==> config.mk <==
export PLATFORM = sky130hd
export DESIGN_NAME = multicycle_ctrl_fsm
export DESIGN_NICKNAME = d
export VERILOG_FILES = /design/src/rtl/ctrl_pkg.sv /design/src/rtl/mem_wait_timer.sv /design/src/rtl/multicycle_ctrl_fsm.sv
export SDC_FILE = /design/constraint.sdc
export NUM_CORES = 1
export LEC_CHECK = 0
export ABC_AREA = 0
export ABC_CLOCK_PERIOD_IN_PS = 4900
export CAP_MARGIN = 20
export CORE_ASPECT_RATIO = 1.75
export CORE_UTILIZATION = 35
export CTS_BUF_LIST = sky130_fd_sc_hd__clkbuf_4 sky130_fd_sc_hd__clkbuf_8 sky130_fd_sc_hd__clkbuf_16
export DETAILED_ROUTE_END_ITERATION = 10
export GPL_TIMING_DRIVEN = 0
export SYNTH_ARGS = -nofsm -noshare
export SYNTH_HDL_FRONTEND = slang
export SYNTH_SLANG_ARGS = --single-unit
==> constraint.sdc <==
create_clock -name clk -period 4.9 [get_ports clk]
set_input_delay 0.98 -clock clk [delete_from_list [all_inputs] [get_ports clk]]
set_output_delay 0.98 -clock clk [all_outputs]
set_load 0.05 [all_outputs]
==> src/rtl/ctrl_pkg.sv <==
// ----------------------------------------------------------------------------
// ctrl_pkg
//   Shared types and constants for the multicycle control unit:
//   FSM state encoding, opcode-class encoding, opcode values, ALU operation
//   codes, fault codes, the registered strobe bundle and the opcode classifier.
// ----------------------------------------------------------------------------
package ctrl_pkg;

   typedef enum logic [3:0] {
      S_IDLE, S_FETCH_MAR, S_FETCH_RD, S_FETCH_IR, S_DECODE, S_EXEC, S_ADDR,
      S_MEM_RD, S_MEM_WR, S_WB, S_BR, S_JMP, S_FAULT
   } state_e;

   typedef enum logic [3:0] {
      C_NONE, C_RALU, C_SPEC2, C_IALU, C_LOAD, C_STORE, C_BRANCH, C_JUMP, C_ILLEGAL
   } op_class_e;

   localparam logic [5:0] OP_RTYPE = 6'b000000;
   localparam logic [5:0] OP_CLZ   = 6'b011100;
   localparam logic [5:0] OP_ADDI  = 6'b001000;
   localparam logic [5:0] OP_ADDIU = 6'b001001;
   localparam logic [5:0] OP_LW    = 6'b100011;
   localparam logic [5:0] OP_LB    = 6'b100000;
   localparam logic [5:0] OP_LBU   = 6'b100100;
   localparam logic [5:0] OP_SW    = 6'b101011;
   localparam logic [5:0] OP_SB    = 6'b101000;
   localparam logic [5:0] OP_BEQ   = 6'b000100;
   localparam logic [5:0] OP_BEQZ  = 6'b000001;
   localparam logic [5:0] OP_BLEZ  = 6'b000110;
   localparam logic [5:0] OP_BGTZ  = 6'b000111;
   localparam logic [5:0] OP_J     = 6'b000010;

   // ALU_FUNCT tells the ALU to decode the instruction's funct field itself.
   localparam logic [5:0] ALU_FUNCT = 6'h00;
   localparam logic [5:0] ALU_ADD   = 6'h20;
   localparam logic [5:0] ALU_ADDU  = 6'h21;
   localparam logic [5:0] ALU_SUB   = 6'h22;
   localparam logic [5:0] ALU_NOP   = 6'h3F;

   localparam logic [1:0] FAULT_NONE    = 2'b00;
   localparam logic [1:0] FAULT_ILLEGAL = 2'b01;
   localparam logic [1:0] FAULT_TIMEOUT = 2'b10;

   // rd_phase / br_phase mark states whose strobes are qualified by moc / br_cond.
   typedef struct packed {
      logic       mar_load;
      logic       ir_load;
      logic       pc_load;
      logic       mem_en;
      logic       mem_rw;
      logic       reg_write;
      logic       reg_dst;
      logic       mem_to_reg;
      logic       flag_load;
      logic       jump;
      logic       branch;
      logic       unsign;
      logic       rd_phase;
      logic       br_phase;
      logic [1:0] alu_src;
      logic [5:0] alu_code;
   } strobes_t;

   localparam strobes_t IDLE_STROBES = '{alu_src: 2'b11, alu_code: ALU_NOP, default: 1'b0};

   function automatic op_class_e classify(input logic [5:0] op);
      case (op)
         OP_RTYPE:                          return C_RALU;
         OP_CLZ:                            return C_SPEC2;
         OP_ADDI, OP_ADDIU:                 return C_IALU;
         OP_LW, OP_LB, OP_LBU:              return C_LOAD;
         OP_SW, OP_SB:                      return C_STORE;
         OP_BEQ, OP_BEQZ, OP_BLEZ, OP_BGTZ: return C_BRANCH;
         OP_J:                              return C_JUMP;
         default:                           return C_ILLEGAL;
      endcase
   endfunction

endpackage

==> src/rtl/mem_wait_timer.sv <==
// ----------------------------------------------------------------------------
// mem_wait_timer
//   Counts cycles spent waiting for memory-operation-complete.
//   clk, reset (async active-low), clr (hold count at zero),
//   en (a cycle spent waiting: memory state with moc low),
//   timeout (this waiting cycle is the MEM_TIMEOUT-th one; never when
//   MEM_TIMEOUT = 0).
// ----------------------------------------------------------------------------
module mem_wait_timer #(
   parameter int MEM_TIMEOUT = 15,
   parameter int WAIT_W      = 4
) (
   input  logic clk,
   input  logic reset,
   input  logic clr,
   input  logic en,
   output logic timeout
);

   logic [WAIT_W-1:0] cnt;

   always_ff @(posedge clk or negedge reset) begin
      if (!reset)   cnt <= '0;
      else if (clr) cnt <= '0;
      else if (en)  cnt <= cnt + 1'b1;
   end

   // Fires on the cycle whose increment would make the count reach MEM_TIMEOUT,
   // so the FSM leaves after exactly MEM_TIMEOUT waiting cycles. en already
   // excludes moc, which makes a completing access win over the timeout.
   assign timeout = (MEM_TIMEOUT != 0) && en && (cnt == WAIT_W'(MEM_TIMEOUT - 1));

endmodule

==> src/rtl/multicycle_ctrl_fsm.sv <==
// ----------------------------------------------------------------------------
// multicycle_ctrl_fsm
//   Multicycle MIPS-subset control unit (fetch/decode/execute/memory/writeback).
//   Inputs : clk, reset (async active-low), opcode (IR[31:26]), moc (memory
//            op complete), br_cond (branch condition).
//   Outputs: datapath strobes mar_load, mdr_load, ir_load, pc_load, mem_en,
//            mem_rw, reg_write, reg_dst, mem_to_reg, flag_load, jump, branch,
//            unsign, alu_src, alu_code; sticky fault and fault_code.
//   Build option CTRL_PERF_CNT_EN adds the retired-instruction counter output
//   retired (CNT_W bits).
// ----------------------------------------------------------------------------
module multicycle_ctrl_fsm
   import ctrl_pkg::*;
#(
   parameter int OPCODE_W    = 6,
   parameter int ALU_CODE_W  = 6,
   parameter int MEM_TIMEOUT = 15,
   parameter int WAIT_W      = 4
`ifdef CTRL_PERF_CNT_EN
   ,
   parameter int CNT_W       = 32
`endif
) (
   input  logic                  clk,
   input  logic                  reset,
   input  logic [OPCODE_W-1:0]   opcode,
   input  logic                  moc,
   input  logic                  br_cond,
   output logic                  mar_load,
   output logic                  mdr_load,
   output logic                  ir_load,
   output logic                  pc_load,
   output logic                  mem_en,
   output logic                  mem_rw,
   output logic                  reg_write,
   output logic                  reg_dst,
   output logic                  mem_to_reg,
   output logic                  flag_load,
   output logic                  jump,
   output logic                  branch,
   output logic                  unsign,
   output logic [1:0]            alu_src,
   output logic [ALU_CODE_W-1:0] alu_code,
   output logic                  fault,
   output logic [1:0]            fault_code
`ifdef CTRL_PERF_CNT_EN
   ,
   output logic [CNT_W-1:0]      retired
`endif
);

   state_e    st, nxt;
   op_class_e cls_q, cls_d;
   logic      uns_q, uns_d;
   strobes_t  q;
   logic      in_mem, tmo;

   // Strobes for the state being entered, so they are registered alongside it.
   function automatic strobes_t decode_strobes(input state_e s, input op_class_e c,
                                               input logic uns);
      strobes_t o;
      o = IDLE_STROBES;
      case (s)
         S_FETCH_MAR: o.mar_load = 1'b1;
         S_FETCH_RD: begin
            o.mem_en   = 1'b1;
            o.mem_rw   = 1'b1;
            o.rd_phase = 1'b1;
         end
         S_FETCH_IR: begin
            o.ir_load  = 1'b1;
            o.pc_load  = 1'b1;
            o.alu_src  = 2'b10;   // constant 4 for PC+4
            o.alu_code = ALU_ADD;
         end
         S_EXEC: begin
            if (c == C_IALU) begin
               o.alu_src  = 2'b01;
               o.alu_code = uns ? ALU_ADDU : ALU_ADD;
               o.unsign   = uns;
            end else begin
               o.alu_src  = 2'b00;
               o.alu_code = ALU_FUNCT;
            end
         end
         S_ADDR: begin
            o.mar_load = 1'b1;
            o.alu_src  = 2'b01;
            o.alu_code = ALU_ADD;
         end
         S_MEM_RD: begin
            o.mem_en   = 1'b1;
            o.mem_rw   = 1'b1;
            o.rd_phase = 1'b1;
            o.unsign   = uns;
         end
         S_MEM_WR: o.mem_en = 1'b1;
         S_WB: begin
            o.reg_write  = 1'b1;
            o.reg_dst    = (c == C_RALU) || (c == C_SPEC2);
            o.mem_to_reg = (c == C_LOAD);
            o.unsign     = uns && (c == C_LOAD);
         end
         S_BR: begin
            o.flag_load = 1'b1;
            o.branch    = 1'b1;
            o.br_phase  = 1'b1;
            o.alu_src   = 2'b00;
            o.alu_code  = ALU_SUB;
         end
         S_JMP: begin
            o.jump    = 1'b1;
            o.pc_load = 1'b1;
         end
         default: o = IDLE_STROBES;
      endcase
      return o;
   endfunction

   // Class is taken live from opcode while in DECODE and held afterwards.
   assign cls_d  = (st == S_DECODE) ? classify(opcode[5:0]) : cls_q;
   assign uns_d  = (st == S_DECODE) ? ((opcode[5:0] == OP_ADDIU) || (opcode[5:0] == OP_LBU))
                                    : uns_q;
   assign in_mem = (st == S_FETCH_RD) || (st == S_MEM_RD) || (st == S_MEM_WR);

   mem_wait_timer #(
      .MEM_TIMEOUT (MEM_TIMEOUT),
      .WAIT_W      (WAIT_W)
   ) u_timer (
      .clk     (clk),
      .reset   (reset),
      .clr     (!in_mem),
      .en      (in_mem && !moc),
      .timeout (tmo)
   );

   always_comb begin
      nxt = st;
      case (st)
         S_IDLE:      nxt = S_FETCH_MAR;
         S_FETCH_MAR: nxt = S_FETCH_RD;
         S_FETCH_RD:  if (moc) nxt = S_FETCH_IR; else if (tmo) nxt = S_FAULT;
         S_FETCH_IR:  nxt = S_DECODE;
         S_DECODE: begin
            case (cls_d)
               C_RALU, C_SPEC2, C_IALU: nxt = S_EXEC;
               C_LOAD, C_STORE:         nxt = S_ADDR;
               C_BRANCH:                nxt = S_BR;
               C_JUMP:                  nxt = S_JMP;
               default:                 nxt = S_FAULT;
            endcase
         end
         S_EXEC:      nxt = S_WB;
         S_ADDR:      nxt = (cls_q == C_LOAD) ? S_MEM_RD : S_MEM_WR;
         S_MEM_RD:    if (moc) nxt = S_WB; else if (tmo) nxt = S_FAULT;
         S_MEM_WR:    if (moc) nxt = S_FETCH_MAR; else if (tmo) nxt = S_FAULT;
         S_WB, S_BR, S_JMP: nxt = S_FETCH_MAR;
         S_FAULT:     nxt = S_FAULT;
         default:     nxt = S_IDLE;
      endcase
   end

   always_ff @(posedge clk or negedge reset) begin
      if (!reset) begin
         st         <= S_IDLE;
         cls_q      <= C_NONE;
         uns_q      <= 1'b0;
         q          <= IDLE_STROBES;
         fault      <= 1'b0;
         fault_code <= FAULT_NONE;
      end else begin
         st <= nxt;
         if (st == S_DECODE) begin
            cls_q <= cls_d;
            uns_q <= uns_d;
         end
         q     <= decode_strobes(nxt, cls_d, uns_d);
         fault <= (nxt == S_FAULT);
         // Only DECODE faults on an illegal opcode; every other entry is a timeout.
         if ((st != S_FAULT) && (nxt == S_FAULT))
            fault_code <= (st == S_DECODE) ? FAULT_ILLEGAL : FAULT_TIMEOUT;
      end
   end

   assign mar_load   = q.mar_load;
   assign mdr_load   = q.rd_phase && moc;               // capture in the moc cycle
   assign ir_load    = q.ir_load;
   assign pc_load    = q.pc_load || (q.br_phase && br_cond);
   assign mem_en     = q.mem_en;
   assign mem_rw     = q.mem_rw;
   assign reg_write  = q.reg_write;
   assign reg_dst    = q.reg_dst;
   assign mem_to_reg = q.mem_to_reg;
   assign flag_load  = q.flag_load;
   assign jump       = q.jump;
   assign branch     = q.branch;
   assign unsign     = q.unsign;
   assign alu_src    = q.alu_src;
   assign alu_code   = (q.alu_code == ALU_NOP) ? '1 : ALU_CODE_W'(q.alu_code);

`ifdef CTRL_PERF_CNT_EN
   always_ff @(posedge clk or negedge reset) begin
      if (!reset)
         retired <= '0;
      else if ((nxt == S_FETCH_MAR) &&
               ((st == S_WB) || (st == S_MEM_WR) || (st == S_BR) || (st == S_JMP)))
         retired <= retired + 1'b1;
   end
`endif

endmodule

Yosys cells after proc, flatten, opt, wreduce, memory -nomap -nowiden

Memories as Yosys holds them, arrays and structs flattened.
Index checks and enable logic that the tools add are counted.
W data, S select, Z words.

Register bits: 35
Word-level logic and storage cells: 104
Input bits: 10
Memory bits (writable): 0
Bits in read-only memories: 256
Output and inout port bits: 24
Latch bits: 0
Memories kept: 1

Add/subtract/negate cells: 1
$mul: 0
Eq/ne operators: 37
Bitwise gates (word level): 0
Reduce and logical (&&, ||, !) cells: 20
Magnitude comparators: 0
Divide/modulo/power cells: 0
Shift-type cells: 0
Mux-type cells: 26

Memory list:

| memory           | words | width | rd ports | clocked after memory_dff | wr ports | RTL line       | RTL |
|---|---|---|---|---|---|---|---|
| (name not given) | 64    | 4     | 1        | 0                        | 0        | ctrl_pkg.sv:67 | `case (op)` |

Operators by type and width:

| kind                  | number |
|---|---|
| $eq A4 B3 Y1 const B  | 12 |
| $eq A4 B4 Y1 const B  | 11 |
| $pmux W4 S10          | 1 |
| $mux W4               | 8 |
| $pmux W8 S4           | 1 |
| $eq A4 B2 Y1 const B  | 6 |
| $pmux W4 S4           | 1 |
| $eq A4 B1 Y1 const B  | 3 |
| $eq A6 B6 Y1 const B  | 2 |
| $mux W1               | 10 |
| $reduce_or A2 Y1      | 4 |
| $mux W7               | 1 |
| $eq A6 B4 Y1 const B  | 1 |
| $logic_and A1 B1 Y1   | 6 |
| $mux W6               | 1 |
| $reduce_or A3 Y1      | 2 |
| $logic_or A1 B1 Y1    | 5 |
| $add A4 B1 Y4 const B | 1 |
| $logic_not A4 Y1      | 1 |
| $ne A4 B4 Y1 const B  | 1 |
| $reduce_or A4 Y1      | 1 |
| $mux W3               | 1 |
| $pmux W1 S3           | 1 |
| $mux W2               | 1 |
| 2 further kinds       | 2 |

Longest topological paths before layout

Depth after elaboration: 11
Depth in mapped cells: 11
Mapped depth without buffers: 10

Hierarchy

Synthesis repeated with hierarchy kept, for this count alone.

Cells, all modules: 215
Area total of the unflattened synthesis: 2075.7 um^2

By module, submodules not included:

| module              | area each (um^2) | sequential area each (um^2) | instances | cells each |
|---|---|---|---|---|
| multicycle_ctrl_fsm | 1853.0           | 733.2                       | 1         | 195 |
| mem_wait_timer      | 222.7            | 100.1                       | 1         | 20 |

Worst setup path before layout

Ideal clock, no wire load.

Kind: input port to flip-flop
Start: input port opcode[0]
End: register fault_code[0]
Path slack: 1.858 ns
Required time: 4.781 ns
Arrival time: 2.923 ns
Buffers on the path: 1
Stages: 10
Setup time: 0.119 ns
Path through: inv_1 -> ha_1 -> or2_1 -> a311oi_2 -> o21ai_4 -> and3_4 -> or3_1 -> buf_6 -> nor3b_1 -> o21a_1

Word-level cells in the longest chain between the ends: 8
Elaborated cells on any way between the ends: 15
Those cells by class: eq/ne (8); mux (3); reduce/logical (3); memory (1)

RTL lines:

| what                                                 | RTL line                   | RTL |
|---|---|---|
| start: declaration                                   | multicycle_ctrl_fsm.sv:26  | `input logic [OPCODE_W-1:0] opcode,` |
| $mem_v2 Z64 W4 *                                     | --                         |  |
| $mux W4 *                                            | multicycle_ctrl_fsm.sv:121 | `assign cls_d = (st == S_DECODE) ? classify(opcode[5:0]) : cls_q;` |
| $eq A4 B2 Y1 (tied with other cells)                 | multicycle_ctrl_fsm.sv:145 | `case (cls_d)` |
| $reduce_or A3 Y1 or $reduce_or A2 Y1 (tied branches) | multicycle_ctrl_fsm.sv:145 |  |
| $pmux W4 S4 *                                        | multicycle_ctrl_fsm.sv:145 |  |
| $pmux W4 S10 *                                       | multicycle_ctrl_fsm.sv:139 | `case (st)` |
| net nxt[3]                                           | multicycle_ctrl_fsm.sv:52  | `state_e st, nxt;` |
| $eq A4 B4 Y1 *                                       | multicycle_ctrl_fsm.sv:180 | `if ((st != S_FAULT) && (nxt == S_FAULT))` |
| $logic_and A1 B1 Y1 *                                | multicycle_ctrl_fsm.sv:180 |  |
| end signal: assignment                               | multicycle_ctrl_fsm.sv:181 | `fault_code <= (st == S_DECODE) ? FAULT_ILLEGAL : FAULT_TIMEOUT;` |
| end: declaration                                     | multicycle_ctrl_fsm.sv:45  | `output logic [1:0] fault_code` |

The timed path passes the listed nets; every way through them passes the cells marked *.
A chain may end at the register's enable or synchronous reset.

Worst setup path in the final report

Start: input port opcode[1]
End: register q, in the netlist reg_dst

Word-level cells in the longest chain between the ends: 8
Elaborated cells on any way between the ends: 16
Those cells by class: eq/ne (8); mux (4); reduce/logical (3); memory (1)

RTL lines:

| what                                                 | RTL line                   | RTL |
|---|---|---|
| $mem_v2 Z64 W4 *                                     | --                         |  |
| $mux W4 *                                            | multicycle_ctrl_fsm.sv:121 |  |
| $eq A4 B2 Y1 (tied with other cells)                 | multicycle_ctrl_fsm.sv:145 |  |
| $reduce_or A3 Y1 or $reduce_or A2 Y1 (tied branches) | multicycle_ctrl_fsm.sv:145 |  |
| $pmux W4 S4 *                                        | multicycle_ctrl_fsm.sv:145 |  |
| $pmux W4 S10 *                                       | multicycle_ctrl_fsm.sv:139 |  |
| net nxt[3]                                           | multicycle_ctrl_fsm.sv:52  |  |
| $eq A4 B4 Y1 *                                       | multicycle_ctrl_fsm.sv:63  | `case (s)` |
| $mux W3 *                                            | multicycle_ctrl_fsm.sv:63  |  |
| end signal: assignment                               | multicycle_ctrl_fsm.sv:177 | `q <= decode_strobes(nxt, cls_d, uns_d);` |
| end: declaration                                     | multicycle_ctrl_fsm.sv:55  | `strobes_t q;` |

Marks and branches as above.

==> impl_metrics.json <==
{
  "clock-sinks": 33,
  "outcome": "completed",
  "crit_required_ps": 5060,
  "finalHoldViolCount": 0,
  "ys_warn_count": 0,
  "syn-num-nets": 219,
  "root_buffer": "clkbuf_8",
  "crit_path_max_fanout": 9,
  "setup-violations-final": 0,
  "num_io_pins": 34,
  "synth-async-reset-ratio": 1.00,
  "final_util": 0.466,
  "postCtsSetupRepairBufs": 0,
  "num_vias": 1585,
  "floorplan.initialDensity": 0.366,
  "synth.distinct_cells": 61,
  "fp.dieW_um": 58.3,
  "overflow": 0,
  "wirelength_um": 4190,
  "hpwl_um": 3280,
  "grt_pass1_vias": 1538,
  "final_cell_mix": "clkdlybuf4s50_1, dfrtp_1, nor2_1",
  "wl_per_cell_um": 13.2,
  "die_y_um": 100,
  "cts.repair.resized": 0,
  "cts_buffers": 5,
  "io_buffer_count": 31,
  "worstMarginPinSlew_ps": 724,
  "regMostFlops": "q",
  "arrival_ps": 3840,
  "vias_per_cell": 5.00,
  "crit_path_start": "opcode[1]",
  "min_path_type": "register to register",
  "ant_nets": 0,
  "syn_inst": 204,
  "fin_crit_sh": 0.750,
  "clock_latency_ps": 290,
  "syn_area_sq_um": 1940,
  "grt_max_degree": 34,
  "slew_headroom": 0.517,
  "clk_path_buf_depth": 2,
  "grt_usage": 0.159,
  "timing.rr.start": "st[1]$_DFF_PN0_",
  "grt_pass1_wl_um": 7020,
  "maxCapViolations": 0,
  "antenna_found_initial": 0,
  "first_pass_iters": 4,
  "die_area_sq_um": 5850,
  "synth_area_per_cell_sq_um": 9.51,
  "final.setup.tns_ps": 0,
  "seq_area_frac_synth": 0.430,
  "rsz0062_at_grt": "no",
  "clkTransAtPathRegs_ps": 70,
  "start_kind": "input port",
  "crit_path_end_kind": "register",
  "period_minus_slack_ps": 3680,
  "crit_type": "input port to register",
  "postCtsHoldBufs": 0,
  "cts_max_level": 2,
  "gp_congestion": 0.860,
  "final_common_cell": "clkdlybuf4s50_1",
  "ys_seq_elements": 33,
  "finClkSkew_ps": 5.40,
  "drc_errors": 0,
  "diodes": 0,
  "hold_depth": 1,
  "r2r_cells": 7,
  "syn_to_final_growth_pct": 27.4,
  "hp-start": "fault_code[0]$_DFFE_PN0P_",
  "peakVddDrop_mv": 0.192,
  "rows": 35,
  "synth-edff-count": 0,
  "drive_above_1_share": 0.189,
  "core_area_sq_um": 5300,
  "nets": 257,
  "largest_register_ffs": 7,
  "timing.fmax_ghz": 0.272,
  "detail_route.iter0.violations": 40,
  "synth-main-ff-cell": "dfrtp_1",
  "slew_violations": 0,
  "cts_tree": "built",
  "leakage_nw": 1.05,
  "p_per_area_nw_per_um2": 619
}
## cell usage after synthesis (all sizes together) (2+ instances only)
master,number,share of area
dfrtp,27,0.35
nor2,21,0.041
nand2,16,0.035
inv,12,0.023
o21ai,12,0.039
buf,11,0.041
a21oi,10,0.026
nor2b,7,0.023
or2,7,0.023
clkbuf,6,0.012
dfstp,6,0.081
ha,5,0.032
nor3,5,0.013
o211ai,4,0.018
xor2,4,0.018
nand3,3,0.0077
nand4,3,0.0097
nor3b,3,0.014
nor4,3,0.013
nor4b,3,0.017
o31ai,3,0.012
and2,2,0.0065
and3,2,0.0090
and3b,2,0.011
mux2i,2,0.010
nand2b,2,0.0065
o22ai,2,0.0065
xnor2,2,0.0090
## final timing paths
path / end / slack, ps
min in group asynchronous: st[0]$_DFF_PN0_ / 750
min: fault_code[0]$_DFFE_PN0P_ / 510
max: reg_dst$_DFF_PN0_ / 1220
max in group asynchronous: fault$_DFF_PN0_ / 3690
min reg2reg: fault_code[0]$_DFFE_PN0P_ / 510
max reg2reg: reg_dst$_DFF_PN0_ / 2040
## layout make-up
cell class / instances / area (sq um)
buffer: 17 / 103
clock buffer: 5 / 68.8
clock inverter: 3 / 65.1
fill: 520 / 2830
inverter: 12 / 45.0
multi-input combinational: 142 / 958
sequential: 33 / 833
tap: 74 / 92.6
timing repair buffer: 31 / 305
## critical path, cell delays in order
cell             delay, ps
clkdlybuf4s50_1        550
inv_1                   80
ha_1                   330
nor2_1                  50
o21ai_1                280
o21ai_0                270
o311ai_0               430
or3_1                  180
buf_6                  130
nand3_1                140
nor4_1                 390
## stage by stage
| step | hold slack (ps) | cells | instance area (sq um) | setup WS [ps] | total power [mW] |
|---|---|---|---|---|---|
| 2_1_floorplan | 467 | 204 | 1940 | 1860 | 1.02 |
| 3_3_place_gp | 476 | 309 | 2340 | 912 | 1.23 |
| 3_5_place_dp | 486 | 309 | 2340 | 842 | 1.23 |
| 4_1_cts | 501 | 317 | 2470 | 1130 | 1.54 |
| 5_1_grt | 519 | 317 | 2470 | 1010 | 1.63 |
| 6_report | 507 | 317 | 2470 | 1220 | 1.53 |
## cell families (layout without fill, tap and decap cells)
group,count (synthesis),in the layout,share of synthesized area
muxes,2,2,0.0103
AOI/OAI and AO/OA,45,45,0.170
buffers and inverters,29,68,0.0761
and+or+nand+nor,84,84,0.254
adders and majority gates,5,5,0.0323
DFF,33,33,0.430
xor gates and xnor gates,6,6,0.0271
## power breakdown
part,leakage [nW],internal [mW],switching [mW]
combinational,0.567,0.303,0.515
sequential,0.418,0.365,0.0426
clock,0.0681,0.202,0.102
## routing by layer
metal  wire length, um  GRT usage  part of all wire  vias up
met5                 0          0                 0        -
met3                98     0.0205             0.023        7
li1                  -          -                 -      784
met2              2370      0.308              0.57       36
met1              1630      0.160              0.39      758
met4                87     0.0733             0.021        0
No activity file was read; power rests on OpenSTA's default activity.
